**config.mk**
```make
export PLATFORM = sky130hd
export DESIGN_NAME = mouse_init_ctrl
export DESIGN_NICKNAME = d
export VERILOG_FILES = /design/src/rtl/mouse_init_ctrl.sv
export SDC_FILE = /design/constraint.sdc
export NUM_CORES = 1
export LEC_CHECK = 0
export CAP_MARGIN = 10
export CORE_ASPECT_RATIO = 1.5
export CORE_MARGIN = 4
export CORE_UTILIZATION = 30
export CTS_CLUSTER_DIAMETER = 120
export CTS_CLUSTER_SIZE = 40
export DETAILED_ROUTE_END_ITERATION = 10
export HOLD_SLACK_MARGIN = 0.03
export SLEW_MARGIN = 30
export SYNTH_ARGS = -nofsm -noshare
export SYNTH_HDL_FRONTEND = slang
export SYNTH_SLANG_ARGS = --single-unit
```
**constraint.sdc**
```tcl
create_clock -name clk -period 3.55 [get_ports clk]
set_input_delay 0.8875 -clock clk [delete_from_list [all_inputs] [get_ports clk]]
set_output_delay 0.8875 -clock clk [all_outputs]
set_load 0.01 [all_outputs]
```
**src/rtl/mouse_init_ctrl.sv**
```systemverilog
// PS/2 mouse bring-up: reset, self-test, optional sample rate, stream enable.
// Define MOUSE_INIT_SAMPLE_RATE_EN to send 0xF3/SAMPLE_RATE before 0xF4.
module mouse_init_ctrl #(
  parameter int         ACK_TO      = 2000000,
  parameter int         BAT_TO      = 60000000,
  parameter int         MAX_RETRY   = 3,
  parameter logic [7:0] SAMPLE_RATE = 8'd100
) (
  input  logic       clk,
  input  logic       rst,
  input  logic       start,
  output logic       tx_valid,
  output logic [7:0] tx_byte,
  input  logic       tx_ready,
  input  logic       rx_valid,
  input  logic [7:0] rx_byte,
  output logic       stream_en,
  output logic       init_err,
  output logic [1:0] retry_cnt,
  output logic [2:0] state_dbg
);

  typedef enum logic [2:0] {
    IDLE     = 3'd0,
    SEND     = 3'd1,
    WAIT_ACK = 3'd2,
    WAIT_BAT = 3'd3,
    WAIT_ID  = 3'd4,
    STREAM   = 3'd5,
    FAIL     = 3'd6
  } state_t;

`ifdef MOUSE_INIT_SAMPLE_RATE_EN
  localparam logic [1:0] ID_NEXT = 2'd1;
`else
  localparam logic [1:0] ID_NEXT = 2'd3;
`endif

  state_t      state;
  logic [1:0]  idx;
  logic [25:0] timer;

  logic        waiting;
  logic [7:0]  exp_byte;
  logic        good;
  logic        resend;
  logic        fail;
  logic        exhausted;
  logic [1:0]  fail_idx;

  function automatic logic [7:0] cmd(input logic [1:0] i);
    logic [7:0] b;
    unique case (i)
      2'd0:    b = 8'hFF;
      2'd1:    b = 8'hF3;
      2'd2:    b = SAMPLE_RATE;
      default: b = 8'hF4;
    endcase
    return b;
  endfunction

  assign state_dbg = state;

  always_comb begin
    waiting  = 1'b0;
    exp_byte = 8'hFA;
    unique case (1'b1)
      (state == WAIT_ACK): waiting = 1'b1;
      (state == WAIT_BAT): begin
        waiting  = 1'b1;
        exp_byte = 8'hAA;
      end
      (state == WAIT_ID): begin
        waiting  = 1'b1;
        exp_byte = 8'h00;
      end
      default: ;
    endcase
    good   = waiting && rx_valid && (rx_byte == exp_byte);
    resend = (state == WAIT_ACK) && rx_valid
             && (rx_byte == 8'hFE);
    // a byte arriving on the expiry cycle wins over the timeout
    fail   = waiting && !good
             && (rx_valid || (timer == '0));
    fail_idx  = resend ? idx : 2'd0;
    exhausted = int'(retry_cnt) >= MAX_RETRY;
  end

  always_ff @(posedge clk) begin
    if (!rst) begin
      state     <= IDLE;
      idx       <= 2'd0;
      timer     <= '0;
      tx_valid  <= 1'b0;
      tx_byte   <= 8'h00;
      stream_en <= 1'b0;
      init_err  <= 1'b0;
      retry_cnt <= 2'd0;
    end else if (start) begin
      state     <= IDLE;
      idx       <= 2'd0;
      timer     <= '0;
      tx_valid  <= 1'b0;
      stream_en <= 1'b0;
      init_err  <= 1'b0;
      retry_cnt <= 2'd0;
    end else if (fail) begin
      if (exhausted) begin
        state     <= FAIL;
        init_err  <= 1'b1;
        tx_valid  <= 1'b0;
        retry_cnt <= 2'd3;
      end else begin
        state     <= SEND;
        idx       <= fail_idx;
        retry_cnt <= retry_cnt + 2'd1;
        tx_valid  <= 1'b1;
        tx_byte   <= cmd(fail_idx);
      end
    end else begin
      unique case (state)
        IDLE: begin
          state    <= SEND;
          idx      <= 2'd0;
          tx_valid <= 1'b1;
          tx_byte  <= cmd(2'd0);
        end
        SEND: begin
          if (tx_ready) begin
            state    <= WAIT_ACK;
            tx_valid <= 1'b0;
            timer    <= 26'(ACK_TO);
          end
        end
        WAIT_ACK: begin
          if (good) begin
            if (idx == 2'd0) begin
              state <= WAIT_BAT;
              timer <= 26'(BAT_TO);
            end else if (idx == 2'd3) begin
              state     <= STREAM;
              stream_en <= 1'b1;
              retry_cnt <= 2'd0;
            end else begin
              state    <= SEND;
              idx      <= idx + 2'd1;
              tx_valid <= 1'b1;
              tx_byte  <= cmd(idx + 2'd1);
            end
          end else begin
            timer <= timer - 26'd1;
          end
        end
        WAIT_BAT: begin
          if (good) begin
            state <= WAIT_ID;
            timer <= 26'(BAT_TO);
          end else begin
            timer <= timer - 26'd1;
          end
        end
        WAIT_ID: begin
          if (good) begin
            state    <= SEND;
            idx      <= ID_NEXT;
            tx_valid <= 1'b1;
            tx_byte  <= cmd(ID_NEXT);
          end else begin
            timer <= timer - 26'd1;
          end
        end
        STREAM: ;
        FAIL: ;
        default: state <= IDLE;
      endcase
    end
  end

endmodule

```
Yosys cells after proc, flatten, opt, wreduce, memory -nomap -nowiden
Cells that the tools add are included.
{"block": "classes", "magnitude_cmp": 1, "muxes": 48, "reduce_logical": 30, "n_addsub": 3, "n_eq_ne": 25, "bitwise_logic": 4}
{"cell": "2-to-1 mux 26 bit", "count": 5}
{"cell": "one-hot mux 26 bit (4 select lines)", "count": 1}
{"cell": "one-hot mux 8 bit (3 select lines)", "count": 3}
{"cell": "2-to-1 mux 8 bit", "count": 6}
{"cell": "zero test 26 bit", "count": 1}
{"cell": "2-to-1 mux 2 bit", "count": 13}
{"cell": "subtractor 26 x 1 -> 26 bit (second input constant)", "count": 1}
{"cell": "2-to-1 mux 3 bit", "count": 8}
{"cell": "!= test 3 bit (second input constant)", "count": 6}
{"cell": "one-hot mux 3 bit (6 select lines)", "count": 1}
{"cell": "one-hot mux 8 bit (2 select lines)", "count": 1}
{"cell": "AND reduction 5 bit", "count": 3}
{"cell": "AND reduction 6 bit", "count": 2}
{"cell": "equality test 3 bit (second input constant)", "count": 3}
{"cell": "equality test 8 bit", "count": 1}
{"cell": "equality test 8 bit (second input constant)", "count": 1}
{"cell": "2-to-1 mux 1 bit", "count": 8}
{"cell": "!= test 2 bit (second input constant)", "count": 4}
{"cell": "nonzero test 4 bit", "count": 2}
{"cell": "AND reduction 7 bit", "count": 1}
{"cell": "equality test 2 bit (second input constant)", "count": 3}
{"cell": "equality test 3 x 2 -> 1 bit (second input constant)", "count": 2}
{"cell": "logical AND 1 bit", "count": 6}
{"cell": "zero test 2 bit", "count": 3}
{"cell": "18 further kinds", "count": 26}
{"block": "totals", "ff_bits": 44, "elab_cells": 119, "out_inout_bits": 16}

Depth between registers and ports, before layout
{"block": "logic_depth", "word_depth": 10, "mapped_depth": 11, "mapped_depth_nobuf": 10}

Least setup slack after synthesis
No wires, ideal clock.
{"block": "synth_timing", "path_kind": "input-to-reg", "startpoint": "input rx_byte[1]", "endpoint": "register tx_byte[4]", "t_arrival_ps": 3031, "n_path_buf": 1, "path_stages": 9, "slack_ps": 447, "required_time_ps": 3478, "path_cell_list": "or4_1 mux2_2 a311o_1 nand3_4 nor2_2 a2111oi_2 and2_1 buf_4 mux2i_1"}
{"block": "synth_via", "elab_chain_len": 7}
{"element": "start: declaration", "line": "16", "rtl": "input logic [7:0] rx_byte,"}
{"element": "equality test 8 bit (on tied branches)", "line": "81, 79"}
{"element": "logical AND 1 bit (on tied branches)", "line": "81, 79"}
{"element": "2-to-1 mux 2 bit / zero test 1 bit (equally long branches)", "line": "85, 83"}
{"element": "equality test 2 bit, or another cell as far along", "line": "53", "rtl": "unique case (i)"}
{"element": "one-hot mux 8 bit (3 select lines) / logical AND 1 bit (equally long branches)", "line": "53, 84"}
{"element": "2-to-1 mux 8 bit, or another cell as far along", "line": "108", "rtl": "if (exhausted) begin"}
{"element": "2-to-1 mux 8 bit / AND reduction 7 bit (equally long branches)"}
{"element": "end signal: assignment", "line": "118", "rtl": "tx_byte <= cmd(fail_idx);"}
{"element": "end signal: assignment", "line": "126", "rtl": "tx_byte <= cmd(2'd0);"}
{"element": "end signal: assignment", "line": "148", "rtl": "tx_byte <= cmd(idx + 2'd1);"}
{"element": "end: declaration", "line": "13", "rtl": "output logic [7:0] tx_byte,"}
Parallel ways exist; a longest one is shown, timed or not. The select of a mux whose other input is x is not followed.
A chain may end at the register's enable or synchronous reset.

Worst setup path after layout
Ends and elaborated chain as after synthesis.

==> metrics <==
Final Max Tran Viols=0; clock transition at the registers of the reported paths=approximately 0.070 ns; Resize count post-CTS=0; pin slew with the least headroom to its limit=0.789 ns; layout cells sized above 1=0.123; die area=10600 um2; GP Congestion=0.835; met2 routed WL=4.28 mm; global-route wire length before repair=13.5 mm; Critical Path, Cell by Cell=clkdlybuf4s50_1, or4_1, mux2_2, a311o_1, nand3_4, nor2_2, a2111oi_2, and2_1, mux2i_1; WL met1=3.09 mm; Buffers on Ports=28; Tot Pwr=~1200 uW; register area share after synthesis=0.303; dpl cells=approximately 500; IO Pins=29; clock period minus worst slack=3.34 ns; crit end category=flip-flop; ant diodes=0; Setup CP Type=input port to flip-flop; Worst setup SP type=input port; fmax=299 MHz; Die Wd=85.6 um; non-filler cells in the finished layout=a little over 500; largest net degree at the start of global routing=24; TritonRoute pass-1 iters=5; final-layout fill cell count=931; Post-synth EDFFs=0; Final Hold Fails=0; Distinct cells, synth=59; Starting Density=0.307; synth-to-layout area growth=24.9%; vias in the first global route=2834; Root Buffer=clkbuf_16; Remaining DRCs=0; top_reg_cell synth=dfxtp_1; dpl ws=-0.0848 ns; 1st-iter DRT viols=150; antenna violations before repair=0; RSZ-0062 raised after global routing=false; number of nets in the layout=around 420; Max VDD drop=271 uV; die height=124 um; crit share post-route=0.941; Vias=2894; top sig layer=met4; synth warn=0; hold-fix buffers at CTS=0; Largest stage delay, worst path=0.52 ns; Core Area=8830 um2; Total GRT Usage=0.153; skew final=0.00503 ns; Avg Cell Area, Syn=7.47 um2; CP max-delay cell=or4_1; DRT antenna net count=0; TritonCTS Buffers=5; Cells after Synth=363; PwrDens=360 nW/um2; H-tree levels=2; Detail Route met3 WL=between 200 and 300 um; MaxCap Viol Count=0; Post-synth ARST share=0; Final setup viols=0; postcts setup bufs=0; DR vias/cell=about 5.7; CTS tree=done; Worst EP arrival=3.56 ns; final WL=7.86 mm; maximum buffer depth of the clock tree=2; syn nets=~380; leakage power=0.00117 uW; FP Rows=42; worst-path maximum fanout=5; gr ovfl total=0; Sink Count=roughly 40; worst-skew pair later-pin latency=0.28 ns; outcome=finished clean; final worst setup slack=0.211 ns; Synth Cell Area=between 2000 and 3000 um2; Crit path required time=3.77 ns; Max-slew headroom=0.473; wire per inst=roughly 15 um; Yosys reg bits=41; class of the worst hold path=flip-flop to flip-flop; Final HPWL DP=5.77 mm
-- power by group --
| part | switching (uW) | leakage [uW] | internal [uW] |
|---|---|---|---|
| Sequential | 8.51 | 0.000333 | 471 |
| Clock | 198 | 0.0000800 | 333 |
| Combinational | 117 | 0.000753 | 91.2 |
| Total | 324 | 0.00117 | 895 |
-- path summary, 6_finish.rpt --
check	from	cells after the start	slack, ns	endpoint
hold / removal	timer[22]	2	0.47	timer[22]
setup / recovery	rx_byte[1]	9	0.21	tx_byte[4]
hold reg to reg	timer[22]	2	0.47	timer[22]
setup reg to reg	timer[11]	8	0.62	tx_byte[4]
-- Yosys cell counts (all sizes together) (3+ instances only) --
cell type  instances  area share
a311oi             3       0.014
o21a               3      0.0083
or4                3      0.0097
a21oi             32       0.059
o21ai             44       0.081
nor4               9       0.026
nor3              18       0.033
ha                 6       0.028
mux2i              3       0.011
nand3              9       0.021
clkbuf            13       0.018
a211o              3      0.0097
nand2b             7       0.016
dfxtp             41        0.30
a22oi              7       0.019
or2                3      0.0069
and2               6       0.014
a31oi              6       0.014
and3               3      0.0069
buf               11       0.029
inv                7      0.0097
nor4b              3      0.0097
nor2              60       0.087
nand2             23       0.032
a211oi             3      0.0083
nor2b              3      0.0069
nand3b             3      0.0083
-- registers in the layout, indices dropped and copies added (netlist names) --
register   count
retry_cnt      2
init_err       1
tx_valid       1
tx_byte        5
stream_en      1
idx            2
timer         26
state_dbg      3
-- per-layer routing --
metal,track usage,vias to the layer above
li1,-,1422
met1,0.172,1383
met2,0.280,71
met3,0.0238,18
met4,0.0615,0
met5,0,-
-- through the flow --
step           setup TNS [ns]  utilization  hold WS [ns]  instance area (um2)
2_1_floorplan               0            -         0.443                 2710
3_3_place_gp           -0.189        0.364         0.447                 3210
3_5_place_dp           -0.233        0.364         0.454                 3210
4_1_cts                     0        0.384         0.470                 3390
5_1_grt                     0        0.384         0.491                 3390
6_report                    0        0.384         0.467                 3390
-- final cells by class --
cell class,instances,area [um2],share of cell area
multi-input cells,291,1740,0.513
flip-flops and latches,41,821,0.242
repair buffers,53,493,0.146
well taps,110,138,0.0407
clock buffers,5,125,0.0370
clock inverters,3,46.3,0.0137
inverters,7,26.3,0.00776
-- worst max-delay path, delay by kind of cell --
kind,cells,cell delay (ns)
and+or+nand+nor,4,0.99
muxes,2,0.49
buffers and inverters,1,0.41
AOI/OAI and AO/OA,2,0.76
-- logic make-up after synthesis --
group	share of synthesized area
flops	0.303
compound gates	0.296
mux	0.0194
fa+ha+maj	0.0277
simple gates	0.297
buf+inv	0.0563
-- cell usage in the layout (no fill, tap or decap), drive strengths merged, types with 5 or more instances in the layout --
cell           Yosys  final
nor3              18     18
inv                7      7
clkbuf            13      5
nand2             23     23
and2               6      6
a21oi             32     32
nand2b             7      7
o21ai             44     44
a22oi              7      7
dfxtp             41     41
nand3              9      9
clkdlybuf4s50      0     28
nor4               9      9
a31oi              6      6
buf               11     25
nor2              60     60
ha                 6      6
No activity file was read; power rests on OpenSTA's default activity.
